===== src/rtl/ifetch_ctrl.sv =====
// Instruction-fetch sequencer: runs a req/gnt/rvalid transaction at the current pc
// and hands the returned word to decode over a valid/ready handshake.
//
// state  | meaning
// IDLE   | capture pc into addr_q; start a request unless a redirect is updating pc
// REQ    | mem_req held at addr_q until granted; a redirect here marks the fetch for dropping
// WAIT   | granted, waiting for rvalid; a redirect turns the fetch into a drop
// DROP   | waiting for an orphaned response so it can be discarded
// HOLD   | instr_valid asserted until decode accepts or a redirect cancels it
module ifetch_ctrl #(
  parameter logic [31:0] RESET_INSTR = 32'h00000013,
  parameter int unsigned TIMEOUT     = 64
) (
  input  logic        clock,
  input  logic        reset,
  input  logic [31:0] pc,
  output logic        pc_load,
  input  logic        redirect,
  output logic        mem_req,
  output logic [31:0] mem_addr,
  input  logic        mem_gnt,
  input  logic        mem_rvalid,
  input  logic [31:0] mem_rdata,
  output logic [31:0] instr,
  output logic [31:0] instr_pc,
  output logic        instr_valid,
  input  logic        id_ready,
  output logic        fetch_err
);

  typedef enum logic [2:0] {
    S_IDLE = 3'd0,
    S_REQ  = 3'd1,
    S_WAIT = 3'd2,
    S_DROP = 3'd3,
    S_HOLD = 3'd4
  } state_t;

  localparam logic [15:0] TMO = 16'(TIMEOUT);

  state_t      state;
  logic [31:0] addr_q;
  logic        drop;
  logic [15:0] cnt;
  logic [15:0] cnt_inc;
  logic        fire;
  logic        tmo_hit;

  assign fire     = instr_valid & id_ready & ~redirect;
  assign pc_load  = fire | redirect;
  assign mem_req  = (state == S_REQ);
  assign mem_addr = addr_q;
  assign cnt_inc  = cnt + 16'd1;
  // A response arriving on the very edge the limit is reached is not late.
  assign tmo_hit  = (cnt_inc == TMO) & ~mem_rvalid;

  always_ff @(posedge clock) begin
    if (!reset) begin
      state       <= S_IDLE;
      addr_q      <= '0;
      drop        <= 1'b0;
      cnt         <= '0;
      instr       <= RESET_INSTR;
      instr_pc    <= '0;
      instr_valid <= 1'b0;
      fetch_err   <= 1'b0;
    end else begin
      case (state)
        S_IDLE: begin
          addr_q <= pc;
          if (!redirect) state <= S_REQ;
        end
        S_REQ: begin
          if (redirect) drop <= 1'b1;
          if (mem_gnt) begin
            cnt   <= '0;
            state <= (drop || redirect) ? S_DROP : S_WAIT;
          end
        end
        S_WAIT: begin
          if (cnt != TMO) cnt <= cnt_inc;
          if (tmo_hit) fetch_err <= 1'b1;
          if (mem_rvalid) begin
            if (!redirect) begin
              instr       <= mem_rdata;
              instr_pc    <= addr_q;
              instr_valid <= 1'b1;
              state       <= S_HOLD;
            end else begin
              state <= S_IDLE;
            end
          end else if (redirect) begin
            state <= S_DROP;
          end
        end
        S_DROP: begin
          if (cnt != TMO) cnt <= cnt_inc;
          if (tmo_hit) fetch_err <= 1'b1;
          if (mem_rvalid) begin
            drop  <= 1'b0;
            state <= S_IDLE;
          end
        end
        S_HOLD: begin
          if (fire || redirect) begin
            instr_valid <= 1'b0;
            state       <= S_IDLE;
          end
        end
        default: state <= S_IDLE;
      endcase
    end
  end

endmodule


===== config.mk =====
export PLATFORM = sky130hd
export DESIGN_NAME = ifetch_ctrl
export DESIGN_NICKNAME = d
export VERILOG_FILES = /design/src/rtl/ifetch_ctrl.sv
export SDC_FILE = /design/constraint.sdc
export NUM_CORES = 1
export LEC_CHECK = 0
export BUFFER_PORTS_ARGS = -buffer_cell sky130_fd_sc_hd__buf_2
export CAP_MARGIN = 25
export CORE_UTILIZATION = 30
export CTS_CLUSTER_DIAMETER = 40
export DETAILED_ROUTE_END_ITERATION = 12
export HOLD_SLACK_MARGIN = 0.12
export SLEW_MARGIN = 20
export SYNTH_ARGS = -nofsm -noshare
export SYNTH_HDL_FRONTEND = slang
export SYNTH_SLANG_ARGS = --single-unit

===== constraint.sdc =====
create_clock -name clock -period 2.4 [get_ports clock]
set_clock_uncertainty 0.15 [all_clocks]
set_input_delay 0 -clock clock [delete_from_list [all_inputs] [get_ports clock]]
set_output_delay 0 -clock clock [all_outputs]
set_load 0.03 [all_outputs]

**Word level (Yosys, flattened, before mapping)**

Cells that the tools add are included.

- Bitwise gates (word level): 6
- Reduce and logical (&&, ||, !) cells: 13
- Multiplexer cells: 19
- Eq/ne operators: 15
- Add/subtract/negate cells: 1

Operator list:

| kind | number |
|---|---|
| $mux W16 | 2 |
| $pmux W16 S2 | 1 |
| $mux W3 | 7 |
| $add A16 B1 Y16 const B | 1 |
| $eq A16 B7 Y1 const B | 1 |
| $ne A16 B7 Y1 const B | 1 |
| $pmux W3 S5 | 1 |
| $ne A2 B2 Y1 const B | 6 |
| $reduce_and A3 Y1 | 3 |
| $eq A3 B2 Y1 const B | 2 |
| $mux W1 | 6 |
| $reduce_bool A2 Y1 | 3 |
| $reduce_and A5 Y1 | 1 |
| $ne A2 B1 Y1 const B | 2 |
| $pmux W1 S2 | 2 |
| $reduce_and A4 Y1 | 1 |
| $and A1 B1 Y1 | 3 |
| $eq A3 B1 Y1 const B | 1 |
| $eq A3 B3 Y1 const B | 1 |
| $logic_not A3 Y1 | 1 |
| $ne A3 B3 Y1 const B | 1 |
| $logic_or A1 B1 Y1 | 2 |
| $not A1 Y1 | 2 |
| $reduce_and A2 Y1 | 1 |
| other kinds (2) | 2 |

- Output and inout port bits: 100
- Flip-flop bits (word level): 118

**Longest topological paths before layout**

Gate-level depths: netlist of run 1.

- Word-level depth: 5
- Gate-level depth with buffers: 9

**Least setup slack after synthesis of run 1**

Ideal clock, no wire load.

- Kind: flip-flop to flip-flop
- Start: register cnt[0]
- End: register fetch_err
- Library setup time: 0.069 ns
- Arrival: 1.837 ns
- Data required time: 2.181 ns
- Path buffers: 0
- Period minus slack after synthesis: 2.056 ns
- Path slack: 0.344 ns
- Stages on the path, launching flop included: 7
- Path through: dfxtp_1 -> ha_1 -> nand4_1 -> xnor2_1 -> or3b_1 -> a221o_1 -> o21ai_1

- Longest elaborated chain between the ends: 4

RTL lines:

| element | RTL line | text |
|---|---|---|
| from (decl) | 44 | `logic [15:0] cnt;` |
| from (signal assigned) | 81 | `if (cnt != TMO) cnt <= cnt_inc;` |
| from (signal assigned) | 97 | `if (cnt != TMO) cnt <= cnt_inc;` |
| $add A16 B1 Y16 | 53 | `assign cnt_inc = cnt + 16'd1;` |
| $eq A16 B7 Y1 | 55 | `assign tmo_hit = (cnt_inc == TMO) & ~mem_rvalid;` |
| $and A1 B1 Y1 | 55 |  |
| $reduce_and A2 Y1 (no line) | -- |  |
| to (signal assigned) | 66 | `fetch_err <= 1'b0;` |
| to (signal assigned) | 82 | `if (tmo_hit) fetch_err <= 1'b1;` |
| to (signal assigned) | 98 | `if (tmo_hit) fetch_err <= 1'b1;` |
| to (decl) | 28 | `output logic fetch_err` |

Every way passes these cells.
A chain may end at the register's enable or synchronous reset.

**Worst setup path after layout of run 1**

- Start: register state[1]
- End: register instr[14]

- Longest elaborated chain between the ends: 2

RTL lines:

| element | RTL line | text |
|---|---|---|
| from (decl) | 41 | `state_t state;` |
| from (signal assigned) | 77 | `state <= (drop \|\| redirect) ? S_DROP : S_WAIT;` |
| $eq A3 B2 Y1 | 68 | `case (state)` |
| $reduce_and A3 Y1 (no line) | -- |  |
| to (signal assigned) | 85 | `instr <= mem_rdata;` |
| to (decl) | 24 | `output logic [31:0] instr,` |

Every way passes these cells.

==> results.sh, run 1 <==
export IMPL_track_usage_pct=17.86
export IMPL_synth_edff_count=0
export IMPL_p_leak_nw=3.331
export IMPL_hold_path_class="primary input to flip-flop"
export IMPL_ctsHtreeMaxLevel=4
export IMPL_min_period_ns=2.296
export IMPL_viasPerCell=4.562
export IMPL_drive_gt1_share_pct=24.44
export IMPL_design_area_um2=7950
export IMPL_clk_latency_ns=0.41
export IMPL_drv_slew=0
export IMPL_cts_buffers=17
export IMPL_routedWlPerCell_um=13.57
export IMPL_worstSetupEndpointType="flip-flop"
export IMPL_ff2ff_path_depth=6
export IMPL_dp_hpwl_um=8228
export IMPL_synth_top_area_share_pct=48.19
export IMPL_max_cap_violations=0
export IMPL_die_x_um=129.8
export IMPL_io_pins=170
export IMPL_cts_sinks=118
export IMPL_core_um2=15940
export IMPL_antenna_found_initial=0
export IMPL_ys_types=42
export IMPL_clk_pin_slew_ns=0.06
export IMPL_routed_wl_um=15140
export IMPL_yosysSeqAreaShare_pct=48.19
export IMPL_layout_setup_ws_ns=0.1043
export IMPL_hold_viol_final=0
export IMPL_max_freq_mhz=435.6
export IMPL_die_area_um2=16860
export IMPL_via_count=5091
export IMPL_arrival_ns=2.47
export IMPL_critPathLaunchType="flip-flop"
export IMPL_min_to="instr[25]"
export IMPL_cts_tree="done"
export IMPL_ys_seq_elements=118
export IMPL_crit_fanout=33
export IMPL_ir_drop_uv=559.5
export IMPL_n_antenna_cell=0
export IMPL_ff2ff_setup_slack_ns=0.10
export IMPL_clock_path_buffers=2
export IMPL_placementRows=46
export IMPL_syn_inst=602
export IMPL_ys_top_cells_by_area="dfxtp_1 48%, nand2_1 16%, a21boi_0 10%"
export IMPL_final_core_util_pct=49.87
export IMPL_min_period_over_period_pct=95.66
export IMPL_instances_no_fill=1116
export IMPL_gp_congestion=0.8078
export IMPL_start_util_pct=30.75
export IMPL_portBuffers=169
export IMPL_setup_tns_ns=0
export IMPL_setup_violations=0
export IMPL_cts_root_buf="clkbuf_16"
export IMPL_hold_depth=4
export IMPL_grt_max_degree=85
export IMPL_ys_warn_count=0
export IMPL_dp_cells=952
export IMPL_drt_pass1_iterations=6
export IMPL_dp_slack_ns=0.3052
export IMPL_mappedNetlistNets=674
export IMPL_reg2reg_to="instr[14]"
export IMPL_synthArstFlopShare_pct=0
export IMPL_ys_top_cells_by_count="204 x nand2_1, 118 x dfxtp_1, 65 x a21boi_0, 40 x a21boi_1, 32 x clkbuf_1"
export IMPL_cellPowerDensity_nw_per_um2=698.9
export IMPL_drcViolationCount=0
export IMPL_yosysMostFrequentCell="nand2_1"
export IMPL_die_h_um=129.8
export IMPL_synth_area_leader_cell="dfxtp_1"
export IMPL_worstPathRequired_ns=2.57
export IMPL_syn_area_um2=4902
export IMPL_ant_nets=0
export IMPL_holdWs_ns=0.2423
export IMPL_grt_overflow=0
export IMPL_worstMarginPinSlew_ns=0.5887
export IMPL_final_nets=959
export IMPL_outcome="finished, final reports clean"
export IMPL_hold_start="mem_rdata[25]"
export IMPL_p_total_mw=5.556
export IMPL_grt_pass1_wl_um=23600
export IMPL_drt_iter0_markers=304
export IMPL_grt_pass1_vias=5112
export IMPL_area_growth_pct=62.17
export IMPL_placed_cell_area_um2=5963
export IMPL_r2r_start="state[1]"
export IMPL_slew_headroom_pct=60.45
export IMPL_synth_top_flop_cell="dfxtp_1"
export IMPL_critPathKind="flip-flop to flip-flop"
export IMPL_syn_area_per_cell_um2=8.143
-- layer usage --
layer | track usage (%) | share of wire [%] | up-vias
met2 | 31.30 | 49 | 149
met3 | 5.781 | 5.5 | 25
met1 | 19.67 | 43 | 2335
li1 | - | - | 2582
met4 | 8.071 | 2.0 | 0
met5 | 0 | 0 | -
-- worst max path at each step --
stage / cells after the start / slack [ns] / endpoint / start
global route: 6 / -0.03 / instr[8] / state[1]
global placement: 6 / 0.33 / fetch_err / cnt[0]
floorplan: 6 / 0.34 / fetch_err / cnt[0]
finish: 6 / 0.10 / instr[14] / state[1]
CTS: 6 / 0.08 / instr[21] / state[2]
detailed placement: 7 / 0.31 / cnt[8] / cnt[0]
-- state kept, by name, summed over array words and instances, names as in the netlist --
name / cells
fetch_err: 1
mem_addr: 32
instr_pc: 32
cnt: 16
state: 3
drop: 1
instr: 32
instr_valid: 1
-- report_power, final --
part           internal, mW  total, mW  switching, mW
clock network          1.85       2.82          0.968
registers              2.02       2.07         0.0500
logic                 0.308      0.666          0.359
-- critical path, stage by stage, from the launching register on --
cell and delay, ns:
dfxtp_2 0.42, nand2_1 0.14, nor4_4 0.35, clkbuf_16 0.29
nand2_1 0.08, dlygate4sd3_1 0.56, a21boi_0 0.21
-- cell usage in the layout, fill, tap and decap left out, types with 3 or more instances in the layout --
cell           instances
nand2_1              204
buf_2                169
dlygate4sd3_1        130
dfxtp_1              117
a21boi_0              63
a21boi_1              42
clkbuf_16             18
o21ai_0               13
nor2_1                13
nand3_1               12
buf_4                  9
or3_1                  8
nor2b_1                7
a21oi_1                7
inv_1                  6
nor3_1                 6
nand2b_1               6
nand4_1                5
bufinv_16              5
xnor2_1                4
nor4_1                 3
o21a_1                 3
or4_1                  3
or3b_1                 3
mux2i_1                3
clkinv_4               3
clkinvlp_4             3
-- cell type report --
type                    count  area, um^2
clock inverters            15       226.5
repair buffers            312        2291
inverters                   6       22.52
well taps                 216       270.3
multi-input cells         432        2351
fillers                  1473        7993
flip-flops and latches    118        2364
clock buffers              17       425.4
-- repair_timing --
item | CTS | global route
gates resized for setup | 0 | 6
hold buffers | 130 | 0
setup endpoints to repair | 0 | 25
endpoints found under the hold margin | 118 | 0
setup buffers | 0 | 1
-- cells by family (layout without fill, tap and decap cells) --
group / after synthesis / in the layout / share of synthesized area (%)
AO/OA/AOI/OAI: 140 / 140 / 20.57
buffers and inverters: 52 / 350 / 4.288
AND/OR/NAND/NOR: 283 / 283 / 25.11
XOR/XNOR: 4 / 4 / 0.7146
flip-flops: 118 / 118 / 48.19
multiplexers: 3 / 3 / 0.6126
adder cells (fa/ha/maj): 2 / 2 / 0.5104
Power figures use the tool's default switching activity.
==> run 2, diff against run 1 <==
--- a/config.mk
+++ b/config.mk
@@ -15,3 +15,4 @@
 export SYNTH_ARGS = -nofsm -noshare
 export SYNTH_HDL_FRONTEND = slang
 export SYNTH_SLANG_ARGS = --single-unit
+export TNS_END_PERCENT = 20
==> constraint.sdc (replaced) <==
create_clock -name clock -period 2.7 [get_ports clock]
set_clock_uncertainty 0.15 [all_clocks]
set_input_delay 0 -clock clock [delete_from_list [all_inputs] [get_ports clock]]
set_output_delay 0 -clock clock [all_outputs]
set_load 0.03 [all_outputs]
==> results.sh, run 2 (synthesis gave the netlist of run 1 again) <==
export IMPL_slew_headroom_pct=50.93
export IMPL_cts_sinks=118
export IMPL_arrival_ns=2.53
export IMPL_grt_pass1_vias=4625
export IMPL_io_pins=170
export IMPL_drt_iter0_markers=216
export IMPL_ant_nets=0
export IMPL_routedWlPerCell_um=13.17
export IMPL_die_x_um=129.8
export IMPL_final_common_cell="nand2_1"
export IMPL_drcViolationCount=0
export IMPL_multi_input_area_um2=2342
export IMPL_antenna_found_initial=0
export IMPL_p_sw_mw=1.150
export IMPL_drt_pass1_iterations=5
export IMPL_viasPerCell=4.499
export IMPL_setup_tns_ns=0
export IMPL_nFillCells=1529
export IMPL_via_count=4868
export IMPL_p_leak_nw=3.084
export IMPL_rsz0062_at_grt="false"
export IMPL_n_antenna_cell=0
export IMPL_dp_hpwl_um=8356
export IMPL_grt_max_degree=83
export IMPL_min_period_ns=2.368
export IMPL_worstSetupEndpointType="flip-flop"
export IMPL_worstMarginPinSlew_ns=0.7360
export IMPL_routed_wl_um=14250
export IMPL_max_freq_mhz=422.3
export IMPL_p_int_mw=3.450
export IMPL_die_area_um2=16860
export IMPL_drv_slew=0
export IMPL_min_period_over_period_pct=87.70
export IMPL_final_core_util_pct=47.26
export IMPL_grt_overflow=0
export IMPL_outcome="finished, final reports clean"
export IMPL_clk_latency_ns=0.41
export IMPL_ctsHtreeMaxLevel=4
export IMPL_grt_pass1_wl_um=22480
export IMPL_max_cap_violations=0
export IMPL_cts_buffers=17
export IMPL_hold_viol_final=0
export IMPL_seq_area_um2=2362
export IMPL_start_util_pct=30.75
export IMPL_gp_congestion=0.8253
export IMPL_critPathLaunchType="flip-flop"
export IMPL_p_total_mw=4.599
export IMPL_layout_common_cells="204 x nand2_1, 169 x buf_2, 118 x dfxtp_1"
export IMPL_crit_fanout=66
export IMPL_cellPowerDensity_nw_per_um2=610.4
export IMPL_p_seq_share_pct=40.1
export IMPL_portBuffers=169
export IMPL_design_area_um2=7535
export IMPL_die_h_um=129.8
export IMPL_clk_pin_slew_ns=0.05
export IMPL_dp_cells=949
export IMPL_critPathKind="flip-flop to flip-flop"
export IMPL_area_growth_pct=53.70
export IMPL_ir_drop_uv=425.8
export IMPL_core_um2=15940
export IMPL_clock_power_share_pct=48.5
export IMPL_clock_path_buffers=2
export IMPL_placed_cell_area_um2=5928
export IMPL_setup_violations=0
export IMPL_drive_gt1_share_pct=24.60
export IMPL_power_switching_share_pct=24.99
export IMPL_hold_path_class="primary input to flip-flop"
export IMPL_placementRows=46
export IMPL_cts_tree="done"
export IMPL_combPwrFrac_pct=11.4
export IMPL_cts_root_buf="clkbuf_16"
export IMPL_worstPathRequired_ns=2.87
export IMPL_final_nets=925
export IMPL_instances_no_fill=1082
export IMPL_track_usage_pct=17.06
run 2: timing repair:
action | 4_1_cts | 5_1_grt
hold buffers | 101 | 0
resized for setup | 0 | 0
setup buffers | 0 | 0
endpoints found under the hold margin | 107 | 0
run 2: layout make-up:
class / instances / share of cell area [%]
Tap cell: 216 / 3.587
Multi-Input combinational cell: 432 / 31.09
Clock buffer: 21 / 6.244
Clock inverter: 11 / 1.661
Inverter: 6 / 0.2989
Sequential cell: 118 / 31.35
Timing Repair Buffer: 278 / 25.77
run 2: critical path, stage by stage (launching register included):
cell and delay, ns:
dfxtp_1 0.50, nand2_1 0.14, nor4_2 0.26, buf_12 0.30, nand2_1 0.10, dlygate4sd3_1 0.56, a21boi_0 0.21
run 2: per-stage QoR:
| step | worst slack, ns | hold WS [ns] |
|---|---|---|
| after floorplan | 0.6442 | -0.02570 |
| after global placement | 0.4687 | 0.06236 |
| after detailed placement | 0.4193 | 0.06606 |
| after CTS | 0.4039 | 0.1926 |
| after global routing | 0.1321 | 0.2442 |
| final | 0.3322 | 0.2045 |
run 2: worst paths after layout:
kind | to | from | cells after the start | slack [ns]
hold reg to reg | fetch_err | fetch_err | 2 | 0.29
setup / recovery | instr[8] | state[1] | 6 | 0.33
hold / removal | cnt[9] | mem_gnt | 5 | 0.20
setup reg to reg | instr[8] | state[1] | 6 | 0.33
run 2: layer usage:
metal	vias up	GRT usage (%)	part of all wire (%)
met4	0	6.498	1.6
met1	2217	20.39	45
met2	128	29.13	49
met5	-	0	0
li1	2506	-	-
met3	17	4.633	5.2
run 2: power groups by stage:
stage	logic [mW]	clock network, mW	registers [mW]
final	0.524	2.23	1.84
after global routing	0.572	2.37	1.85
after CTS	0.527	2.29	1.84
after detailed placement	0.442	0	1.88
after global placement	0.440	0	1.88
after floorplan	0.178	0	1.97
